===== config.mk =====
export PLATFORM = sky130hd
export DESIGN_NAME = i2c_slave_regfile
export DESIGN_NICKNAME = d
export VERILOG_FILES = /design/src/rtl/i2c_slave_regfile.sv
export SDC_FILE = /design/constraint.sdc
export NUM_CORES = 1
export LEC_CHECK = 0
export ABC_AREA = 0
export ABC_CLOCK_PERIOD_IN_PS = 3190
export CAP_MARGIN = 5
export CORE_MARGIN = 8
export CORE_UTILIZATION = 60
export DETAILED_ROUTE_END_ITERATION = 10
export PLACE_DENSITY = 0.87
export SYNTH_ARGS = -nofsm -noshare
export SYNTH_HDL_FRONTEND = slang
export SYNTH_SLANG_ARGS = --single-unit
export TNS_END_PERCENT = 5

===== constraint.sdc =====
create_clock -name clk_25 -period 3.19 [get_ports clk_25]
set_clock_uncertainty 0.05 [all_clocks]
set_input_delay 0.638 -clock clk_25 [delete_from_list [all_inputs] [get_ports clk_25]]
set_output_delay 0.638 -clock clk_25 [all_outputs]
set_load 0.05 [all_outputs]

===== src/rtl/i2c_slave_regfile.sv =====
// I2C register-file slave with synchronised bus decode, a 1/2-byte register pointer,
// auto-increment bursts, an out-of-range ID byte and a local write-strobe/readback port.
module i2c_slave_regfile #(
  parameter logic [6:0] SLAVE_ADDR  = 7'h77,
  parameter logic [7:0] DEV_ID      = 8'h52,
  parameter int         ADDR_BYTES  = 1,
  parameter int         DEPTH       = 32,
  parameter int         AUTO_INC    = 1,
  parameter int         SYNC_STAGES = 2,
  parameter logic [7:0] REG_INIT    = 8'h00,
  localparam int        PTR_W       = 8 * ADDR_BYTES
) (
  input  logic             clk_25,
  input  logic             reset_n,
  input  logic             scl_in,
  input  logic             sda_in,
  output logic             sda_out,
  output logic             wr_stb,
  output logic [PTR_W-1:0] wr_addr,
  output logic [7:0]       wr_data,
  input  logic [PTR_W-1:0] rd_addr,
  output logic [7:0]       rd_data,
  output logic             busy
);

  localparam int               IDX_W   = (DEPTH > 1) ? $clog2(DEPTH) : 1;
  localparam logic [PTR_W:0]   DEPTH_C = (PTR_W + 1)'(DEPTH);
  localparam logic [PTR_W-1:0] LAST_C  = PTR_W'(DEPTH - 1);

  typedef enum logic [3:0] {
    IDLE, DEV_ADDR, DEV_ACK, PTR, PTR_ACK, WR_DATA, WR_ACK, RD_DATA, RD_ACK, WAIT_STOP
  } state_t;

  state_t                 state, state_nxt;
  logic [SYNC_STAGES-1:0] scl_sync_p0, sda_sync_p0;
  logic                   scl_p1, sda_p1;
  logic                   scl_s, sda_s, scl_rise, scl_fall, start_c, stop_c;
  logic [7:0]             shift, tx_sr, ptr_byte;
  logic [3:0]             cnt;
  logic                   byte_idx, mack;
  logic [PTR_W-1:0]       ptr, ptr_full, ptr_next;
  logic [7:0]             regs [DEPTH];
  logic                   byte_done, addr_match, ptr_in_range, last_ptr_byte, receiving;
  logic                   sda_nxt, do_write, ld_ptr, inc_ptr, ld_tx, shift_tx;

  // Synchroniser stages (p0) then edge-detect flop (p1)
  always_ff @(posedge clk_25 or negedge reset_n) begin
    if (!reset_n) begin
      scl_sync_p0 <= '1;
      sda_sync_p0 <= '1;
      scl_p1      <= 1'b1;
      sda_p1      <= 1'b1;
    end else begin
      scl_sync_p0 <= {scl_sync_p0[SYNC_STAGES-2:0], scl_in};
      sda_sync_p0 <= {sda_sync_p0[SYNC_STAGES-2:0], sda_in};
      scl_p1      <= scl_s;
      sda_p1      <= sda_s;
    end
  end

  assign scl_s    = scl_sync_p0[SYNC_STAGES-1];
  assign sda_s    = sda_sync_p0[SYNC_STAGES-1];
  assign scl_rise = scl_s & ~scl_p1;
  assign scl_fall = ~scl_s & scl_p1;
  assign start_c  = scl_s & scl_p1 & sda_p1 & ~sda_s;
  assign stop_c   = scl_s & scl_p1 & ~sda_p1 & sda_s;

  assign receiving     = (state == DEV_ADDR) || (state == PTR) || (state == WR_DATA);
  assign byte_done     = scl_fall && (cnt == 4'd8);
  assign addr_match    = (shift[7:1] == SLAVE_ADDR);
  assign ptr_in_range  = ({1'b0, ptr} < DEPTH_C);
  assign last_ptr_byte = (byte_idx == 1'(ADDR_BYTES - 1));
  assign ptr_next      = (ptr == LAST_C) ? '0 : ptr + PTR_W'(1);
  assign ptr_byte      = ptr_in_range ? regs[ptr[IDX_W-1:0]] : DEV_ID;
  assign rd_data       = ({1'b0, rd_addr} < DEPTH_C) ? regs[rd_addr[IDX_W-1:0]] : DEV_ID;
  assign busy          = (state != IDLE);

  // Earlier pointer bytes are held aside so an aborted pointer phase leaves the pointer intact
  if (ADDR_BYTES > 1) begin : g_ptr2
    logic [7:0] ptr_hi;
    always_ff @(posedge clk_25 or negedge reset_n) begin
      if (!reset_n)                       ptr_hi <= '0;
      else if (state == PTR && byte_done) ptr_hi <= shift;
    end
    assign ptr_full = {ptr_hi, shift};
  end else begin : g_ptr1
    assign ptr_full = shift;
  end

  always_ff @(posedge clk_25 or negedge reset_n) begin
    if (!reset_n) state <= IDLE;
    else          state <= state_nxt;
  end

  always_comb begin
    state_nxt = state;
    if (start_c)     state_nxt = DEV_ADDR;
    else if (stop_c) state_nxt = IDLE;
    else begin
      case (state)
        DEV_ADDR: if (byte_done) state_nxt = addr_match ? DEV_ACK : WAIT_STOP;
        DEV_ACK:  if (scl_fall)  state_nxt = shift[0] ? RD_DATA : PTR;
        PTR:      if (byte_done) state_nxt = PTR_ACK;
        PTR_ACK:  if (scl_fall)  state_nxt = last_ptr_byte ? WR_DATA : PTR;
        WR_DATA:  if (byte_done) state_nxt = ptr_in_range ? WR_ACK : WAIT_STOP;
        WR_ACK:   if (scl_fall)  state_nxt = WR_DATA;
        RD_DATA:  if (byte_done) state_nxt = RD_ACK;
        RD_ACK:   if (scl_fall)  state_nxt = mack ? WAIT_STOP : RD_DATA;
        default:                 state_nxt = state;
      endcase
    end
  end

  // SDA only moves on synced SCL falls; START/STOP always release it
  always_comb begin
    sda_nxt  = sda_out;
    do_write = 1'b0;
    ld_ptr   = 1'b0;
    inc_ptr  = 1'b0;
    ld_tx    = 1'b0;
    shift_tx = 1'b0;
    if (start_c || stop_c) sda_nxt = 1'b1;
    else begin
      case (state)
        DEV_ADDR: if (byte_done && addr_match) sda_nxt = 1'b0;
        DEV_ACK: if (scl_fall) begin
          sda_nxt = shift[0] ? ptr_byte[7] : 1'b1;
          ld_tx   = shift[0];
        end
        PTR: if (byte_done) begin
          sda_nxt = 1'b0;
          ld_ptr  = last_ptr_byte;
        end
        PTR_ACK, WR_ACK: if (scl_fall) sda_nxt = 1'b1;
        WR_DATA: if (byte_done && ptr_in_range) begin
          sda_nxt  = 1'b0;
          do_write = 1'b1;
          inc_ptr  = (AUTO_INC != 0);
        end
        RD_DATA: if (scl_fall) begin
          if (cnt == 4'd8) sda_nxt = 1'b1;
          else if (cnt != 4'd0) begin
            sda_nxt  = tx_sr[7];
            shift_tx = 1'b1;
          end
        end
        RD_ACK: begin
          inc_ptr = scl_rise && (AUTO_INC != 0);
          if (scl_fall && !mack) begin
            sda_nxt = ptr_byte[7];
            ld_tx   = 1'b1;
          end
        end
        default: sda_nxt = 1'b1;
      endcase
    end
  end

  always_ff @(posedge clk_25 or negedge reset_n) begin
    if (!reset_n) begin
      sda_out  <= 1'b1;
      wr_stb   <= 1'b0;
      wr_addr  <= '0;
      wr_data  <= '0;
      shift    <= '0;
      tx_sr    <= '1;
      cnt      <= '0;
      byte_idx <= 1'b0;
      mack     <= 1'b1;
      ptr      <= '0;
      for (int i = 0; i < DEPTH; i++) regs[i] <= REG_INIT;
    end else begin
      sda_out <= sda_nxt;
      wr_stb  <= do_write;
      if (start_c || state_nxt != state)           cnt <= '0;
      else if (scl_rise && (receiving || state == RD_DATA)) cnt <= cnt + 4'd1;
      if (scl_rise && receiving)                   shift <= {shift[6:0], sda_s};
      if (state == DEV_ACK)                        byte_idx <= 1'b0;
      else if (state == PTR_ACK && scl_fall)       byte_idx <= 1'b1;
      if (state == RD_ACK && scl_rise)             mack <= sda_s;
      if (ld_ptr)                                  ptr <= ptr_full;
      else if (inc_ptr)                            ptr <= ptr_next;
      if (ld_tx)                                   tx_sr <= {ptr_byte[6:0], 1'b1};
      else if (shift_tx)                           tx_sr <= {tx_sr[6:0], 1'b1};
      if (do_write) begin
        regs[ptr[IDX_W-1:0]] <= shift;
        wr_addr              <= ptr;
        wr_data              <= shift;
      end
    end
  end

endmodule


==> impl_metrics.tcl, run 1 <==
set metrics [dict create \
    grt.busiest_layer "met2" \
    hpwl_mm 31.4 \
    cts_sinks 313 \
    ant_nets 0 \
    grt_pass1_wl_mm 73.8 \
    initial_core_util 0.605 \
    reg2reg_depth 9 \
    yosysTopAreaCell "dfrtp_1" \
    layout_commonest_cell "dfrtp_1" \
    fin_nets 1275 \
    comb_power_share 0.186 \
    cp_slowest_stage_delay_ps 530 \
    met3_usage 0.0576 \
    drt_iter0_drc 1405 \
    startpoint_type "input port" \
    setup_viol 7 \
    arrival_ps 2570 \
    design_area_mm2 0.0196 \
    tightest_slew_ps 840 \
    worst-path-max-fanout 7 \
    ys_top_cells_by_area "dfrtp_1 (43%), mux4_2 (17%), mux2_2 (16%)" \
    synthesis.nets 1229 \
    fillers 1874 \
    cts_buffer_depth 3 \
    clkPwrFrac 0.397 \
    ys_warn_count 0 \
    syn_inst 1211 \
    yosysSeqAreaShare 0.455 \
    diodes 0 \
    critical_path.slowest_cell "mux4_2" \
    status "finished with violations" \
    switching_share 0.298 \
    max-vdd-ir-drop_mv 0.445 \
    post-route-min-period_ps 3260 \
    path_buf_inv 4 \
    clock.fmax_mhz 307 \
    cts_buffers 34 \
    syn2layout_area_growth_pct 13.5 \
    synth_top_area_share 0.432 \
    crit_type "in -> out" \
    end_kind "output port" \
    rsz0062_at_grt "yes" \
    crit_chain "buf_16, buf_12, buf_4, mux4_2, mux4_2, mux2i_2, nor2_2, buf_6" \
    io_pins 39 \
    ys.flop_type "dfrtp_1" \
    crit_required_ps 2500 \
    drive_gt1_frac 0.469 \
    p_sw_mw 3.00 \
    coreArea_mm2 0.0285 \
    overflow 0 \
    synth.distinct_cells 76 \
    power.internal_mw 7.07 \
    htreeDepth 2 \
    cts_root_buf "clkbuf_16" \
    violations "setup timing" \
    drc_errors 0 \
    cts_setup_buffers 0 \
    path_common_cell "mux4_2" \
    first_global_vias 12062 \
    p_leak_nw 9.24 \
    cts_tree "done" \
    use_met2 0.440 \
    ys_seq_elements 313 \
    post-route-util 0.687 \
    cp_num_cells 8 \
    grt_usage 0.284 \
    finalPower_mw 10.1 \
    path_delay_family "multiplexers" \
    syn_area_per_cell_um2 14.3 \
    final-hold-violation-count 0 \
    cap_violations 0 \
    slew_headroom 0.440 \
    clkTransAtPathRegs_ps 60 \
    grt_use_met1 0.375 \
    setup_slack_ps -65.6 \
    wl_per_cell_um 28.4 \
    dr_total_vias 11783 \
    grt_max_degree 79 \
    ys_async_sr_fraction 1.00 \
    finalCritPeriodShare 1.02 \
    die_x_um 186 \
    die_y_um 186 \
    antenna_found_initial 0 \
    rows 62 \
    hp-class "in -> async" \
    slew_violations 0 \
    insertion_delay_ps 520 \
    dieArea_mm2 0.0345 \
    placed_cell_area_mm2 0.0183 \
    seq_power_share 0.418 \
    syn_area_mm2 0.0173 \
    viasPerCell 7.08 \
    synth_edf_count 0 \
    drtPass1Iterations 5 \
    io_buffers 38 \
    wl_mm 47.3 \
    layout_common_cells "dfrtp_1 (296), mux2_2 (252), mux4_2 (129), buf_4 (47), mux2i_1 (39)" \
    pwr_density_cell_mw_per_mm2 513 \
    gp_congestion 0.937 \
]
==> layer usage <==
metal,vias up,routed length (µm)
met2,742,22100
met5,-,0
met3,192,4560
met4,0,2760
met1,6108,17900
li1,4741,-
==> timing repair <==
action | CTS | global route
pin swaps | 1 | 1
hold buffers | 0 | 0
setup endpoints to repair | 8 | 8
gates cloned | 3 | 0
resized for setup | 21 | 9
==> logic make-up after synthesis <==
kind of cell	Yosys count	share of synthesized area
compound gates	104	0.0427
xor+xnor	12	0.00609
fa+ha+maj	6	0.00435
buf+inv	108	0.0321
flops	313	0.455
mux	459	0.382
simple gates	209	0.0781
==> worst reg2reg max path: stages (launching register included) <==
cell     delay, ps
dfrtp_1        420
inv_1           70
ha_1           160
and3b_1        390
nand4_2        370
inv_2          210
and2_1         150
buf_4          290
nand2_4        230
mux2_2         330
==> state kept, by name, summed over array words and instances (netlist names), 2 cells and up <==
name         flops
wr_data          8
ptr              8
tx_sr            7
ptr_full         8
scl_sync_p0      2
wr_addr          8
regs           256
cnt              4
sda_sync_p0      2
state            4
==> synth_stat cells, types with 3 or more instances <==
| library cell | instances |
|---|---|
| o31ai_1 | 3 |
| o21a_1 | 4 |
| nand4_1 | 15 |
| nand3_1 | 12 |
| mux2_2 | 252 |
| o211ai_1 | 3 |
| a21oi_1 | 12 |
| buf_2 | 23 |
| mux2_1 | 27 |
| o2bb2ai_1 | 4 |
| ha_1 | 6 |
| dfrtp_1 | 298 |
| and2_1 | 8 |
| clkbuf_1 | 45 |
| xnor2_1 | 4 |
| nand2_1 | 37 |
| buf_4 | 12 |
| a211oi_1 | 6 |
| mux2_4 | 8 |
| and3_1 | 6 |
| a22oi_1 | 13 |
| mux4_2 | 129 |
| inv_1 | 9 |
| nor2b_1 | 9 |
| buf_1 | 8 |
| a31oi_1 | 3 |
| nor3b_1 | 3 |
| xor2_1 | 8 |
| nor3_1 | 14 |
| nand2_4 | 32 |
| mux2i_1 | 43 |
| o22ai_1 | 11 |
| nor2_1 | 35 |
| dfstp_2 | 15 |
| a22o_1 | 4 |
| or3_1 | 7 |
| nand2b_1 | 6 |
| buf_6 | 10 |
| o21ai_0 | 19 |
==> final timing paths <==
kind,from,endpoint,slack [ps]
setup / recovery,rd_addr[0],rd_data[0],-70
hold / removal,reset_n,wr_addr[5],60
hold reg to reg,sda_sync_p0[0],sda_sync_p0[1],310
setup reg to reg,cnt[0],regs[193],400
max in group asynchronous,reset_n,regs[71],2150
min in group clk_25,sda_sync_p0[0],sda_sync_p0[1],310
==> through the flow <==
| stage | setup TNS (ps) | setup WS (ps) | cells | hold slack (ps) |
|---|---|---|---|---|
| floorplan | 0 | 11.3 | 1211 | 292 |
| global placement | -637 | -106 | 1602 | 297 |
| detailed placement | -893 | -154 | 1602 | 298 |
| CTS | -176 | -57.1 | 1664 | 76.8 |
| global route | -546 | -107 | 1664 | 94.6 |
| finish | -296 | -65.6 | 1664 | 55.5 |
==> layout make-up <==
class                      instances  area [µm²]  share of cell area
clock buffer                      45         973              0.0497
clock inverter                    14         158             0.00804
inverter                          10        37.5             0.00191
multi-input combinational        790        8890               0.454
sequential                       313        7860               0.401
tap                              384         480              0.0245
timing repair buffer             108        1200              0.0614
==> power groups by stage <==
stage	clock, mW	combinational, mW	sequential [mW]
after CTS	4.03	1.84	4.20
after global routing	4.19	2.00	4.21
final	3.99	1.87	4.20
after global placement	0	1.77	4.26
after detailed placement	0	1.81	4.27
after floorplan	0	1.19	4.24
Power figures use the tool's default switching activity.
==> run 2, diff against run 1 <==
--- a/config.mk
+++ b/config.mk
@@ -9,9 +9,9 @@
 export ABC_CLOCK_PERIOD_IN_PS = 3190
 export CAP_MARGIN = 5
 export CORE_MARGIN = 8
-export CORE_UTILIZATION = 60
+export CORE_UTILIZATION = 24
 export DETAILED_ROUTE_END_ITERATION = 10
-export PLACE_DENSITY = 0.87
+export PLACE_DENSITY = 0.48
 export SYNTH_ARGS = -nofsm -noshare
 export SYNTH_HDL_FRONTEND = slang
 export SYNTH_SLANG_ARGS = --single-unit
==> run 2 against run 1 <==
Effect of this change: the flow still finishes with violations (setup timing); cell area is 4.6% higher; fmax is 0.22% lower; clock power is 14% higher; register-to-register slack worse by 210 ps; routed wire length is 19% higher; clock-buffer cell count is 5 higher; non-clock buffer count stayed put; global-route usage is 15 points lower; via count is 4.7% lower; sequential power is 1% lower; total power is 5.8% higher; final cell count is 35% higher; critical path type unchanged; largest cell class unchanged; highest routed layer unchanged.
==> impl_metrics.tcl, run 2 (synthesis gave the netlist of run 1 again) <==
set metrics [dict create \
    finalPower_mw 10.6 \
    io_pins 39 \
    final-hold-violation-count 0 \
    die_y_um 284 \
    cts_buffer_depth 3 \
    io_buffers 38 \
    finalCritPeriodShare 1.02 \
    layout_commonest_cell "dfrtp_1" \
    cap_violations 0 \
    setup_slack_ps -72.8 \
    rows 98 \
    drive_gt1_frac 0.469 \
    violations "setup timing" \
    worst_r2r_endpoint "regs[20]" \
    fillers 7265 \
    p_leak_nw 9.31 \
    ant_nets 0 \
    whs_ps 9.09 \
    worst-path-max-fanout 8 \
    wl_per_cell_um 25.0 \
    post-route-min-period_ps 3260 \
    grt_max_degree 74 \
    r2r_setup_slack_ps 190 \
    postCtsHoldBufs 0 \
    hpwl_mm 39.5 \
    overflow 0 \
    setup_viol 5 \
    drt_iter0_drc 889 \
    status "finished with violations" \
    tns_ps -167 \
    crit_required_ps 2500 \
    gp_congestion 0.927 \
    regMostFlops "regs" \
    coreArea_mm2 0.0714 \
    cts_root_buf "clkbuf_16" \
    viasPerCell 5.01 \
    startpoint_type "input port" \
    cts_tree "done" \
    worstReg2RegStart "ptr[1]" \
    cts_buffers 39 \
    clock.fmax_mhz 306 \
    arrival_ps 2570 \
    slew_headroom 0.292 \
    drtPass1Iterations 5 \
    clkTransAtPathRegs_ps 60 \
    rsz0062_at_grt "yes" \
    dieArea_mm2 0.0808 \
    largest_reg_flops 256 \
    htreeDepth 2 \
    dr_total_vias 11233 \
    crit_type "in -> out" \
    cts_sinks 313 \
    grt_usage 0.137 \
    tightest_slew_ps 1060 \
    hp-class "in -> async" \
    die_x_um 284 \
    pwr_density_cell_mw_per_mm2 519 \
    fin_nets 1280 \
    end_kind "output port" \
    grt_pass1_wl_mm 83.6 \
    layout_common_cells "dfrtp_1 (296), mux2_2 (252), mux4_2 (129), buf_4 (50), clkbuf_16 (40)" \
    insertion_delay_ps 560 \
    drc_errors 0 \
    max-vdd-ir-drop_mv 0.428 \
    slew_violations 0 \
    first_global_vias 11691 \
    antenna_found_initial 2 \
    reg2reg_depth 5 \
    initial_core_util 0.242 \
    wl_mm 56.1 \
    syn2layout_area_growth_pct 18.7 \
]
[run 2: worst max-delay path by stage]
stage | startpoint | end | cells past startpoint
detailed placement | rd_addr[0] | rd_data[1] | 7
global placement | rd_addr[0] | rd_data[1] | 7
finish | rd_addr[0] | rd_data[4] | 7
floorplan | rd_addr[1] | rd_data[1] | 6
global route | rd_addr[0] | rd_data[5] | 8
CTS | regs[188] | rd_data[4] | 5
[run 2: layer usage]
metal | GRT usage | share of wire | routed length [µm] | vias up
li1 | - | - | - | 4774
met4 | 0.0468 | 0.035 | 1940 | 0
met1 | 0.171 | 0.41 | 23000 | 6029
met2 | 0.234 | 0.50 | 28100 | 332
met5 | 0 | 0 | 0 | -
met3 | 0.0281 | 0.055 | 3090 | 98
[run 2: what timing repair did]
action / 4_1_cts / 5_1_grt
endpoints found under the setup margin: 8 / 8
resized for setup: 24 / 2
gates cloned: 2 / 1
setup buffers: 1 / 1
[run 2: area by class of cell]
cell class | instances | area [µm²] | share of cell area
diodes | 1 | 2.50 | 0.000122
clock buffers | 50 | 1060 | 0.0516
clock inverters | 22 | 243 | 0.0118
inverters | 10 | 37.5 | 0.00183
multi-input cells | 790 | 8910 | 0.435
flip-flops and latches | 313 | 7860 | 0.383
well taps | 950 | 1190 | 0.0580
repair buffers | 108 | 1200 | 0.0585
[run 2: through the flow]
stage | instance area [µm²] | cells | setup WS [ps] | util
floorplan | 17300 | 1211 | 11.3 | -
global placement | 19000 | 2166 | -229 | 0.266
detailed placement | 19000 | 2166 | -243 | 0.266
CTS | 20500 | 2241 | -79.3 | 0.287
global route | 20500 | 2243 | -101 | 0.287
finish | 20500 | 2244 | -72.8 | 0.287
[run 2: worst max-delay path, cell delays in order]
cell and delay (ps):
buf_16 130, buf_12 160, mux4_2 510, mux4_2 590
mux2i_2 250, nand2_1 100, buf_6 170
[run 2: power breakdown]
| group | internal, mW | total (mW) | leakage [nW] | switching, mW |
|---|---|---|---|---|
| registers | 4.09 | 4.16 | 4.30 | 0.0673 |
| logic | 0.580 | 1.94 | 4.40 | 1.36 |
| clock network | 2.69 | 4.54 | 0.621 | 1.85 |
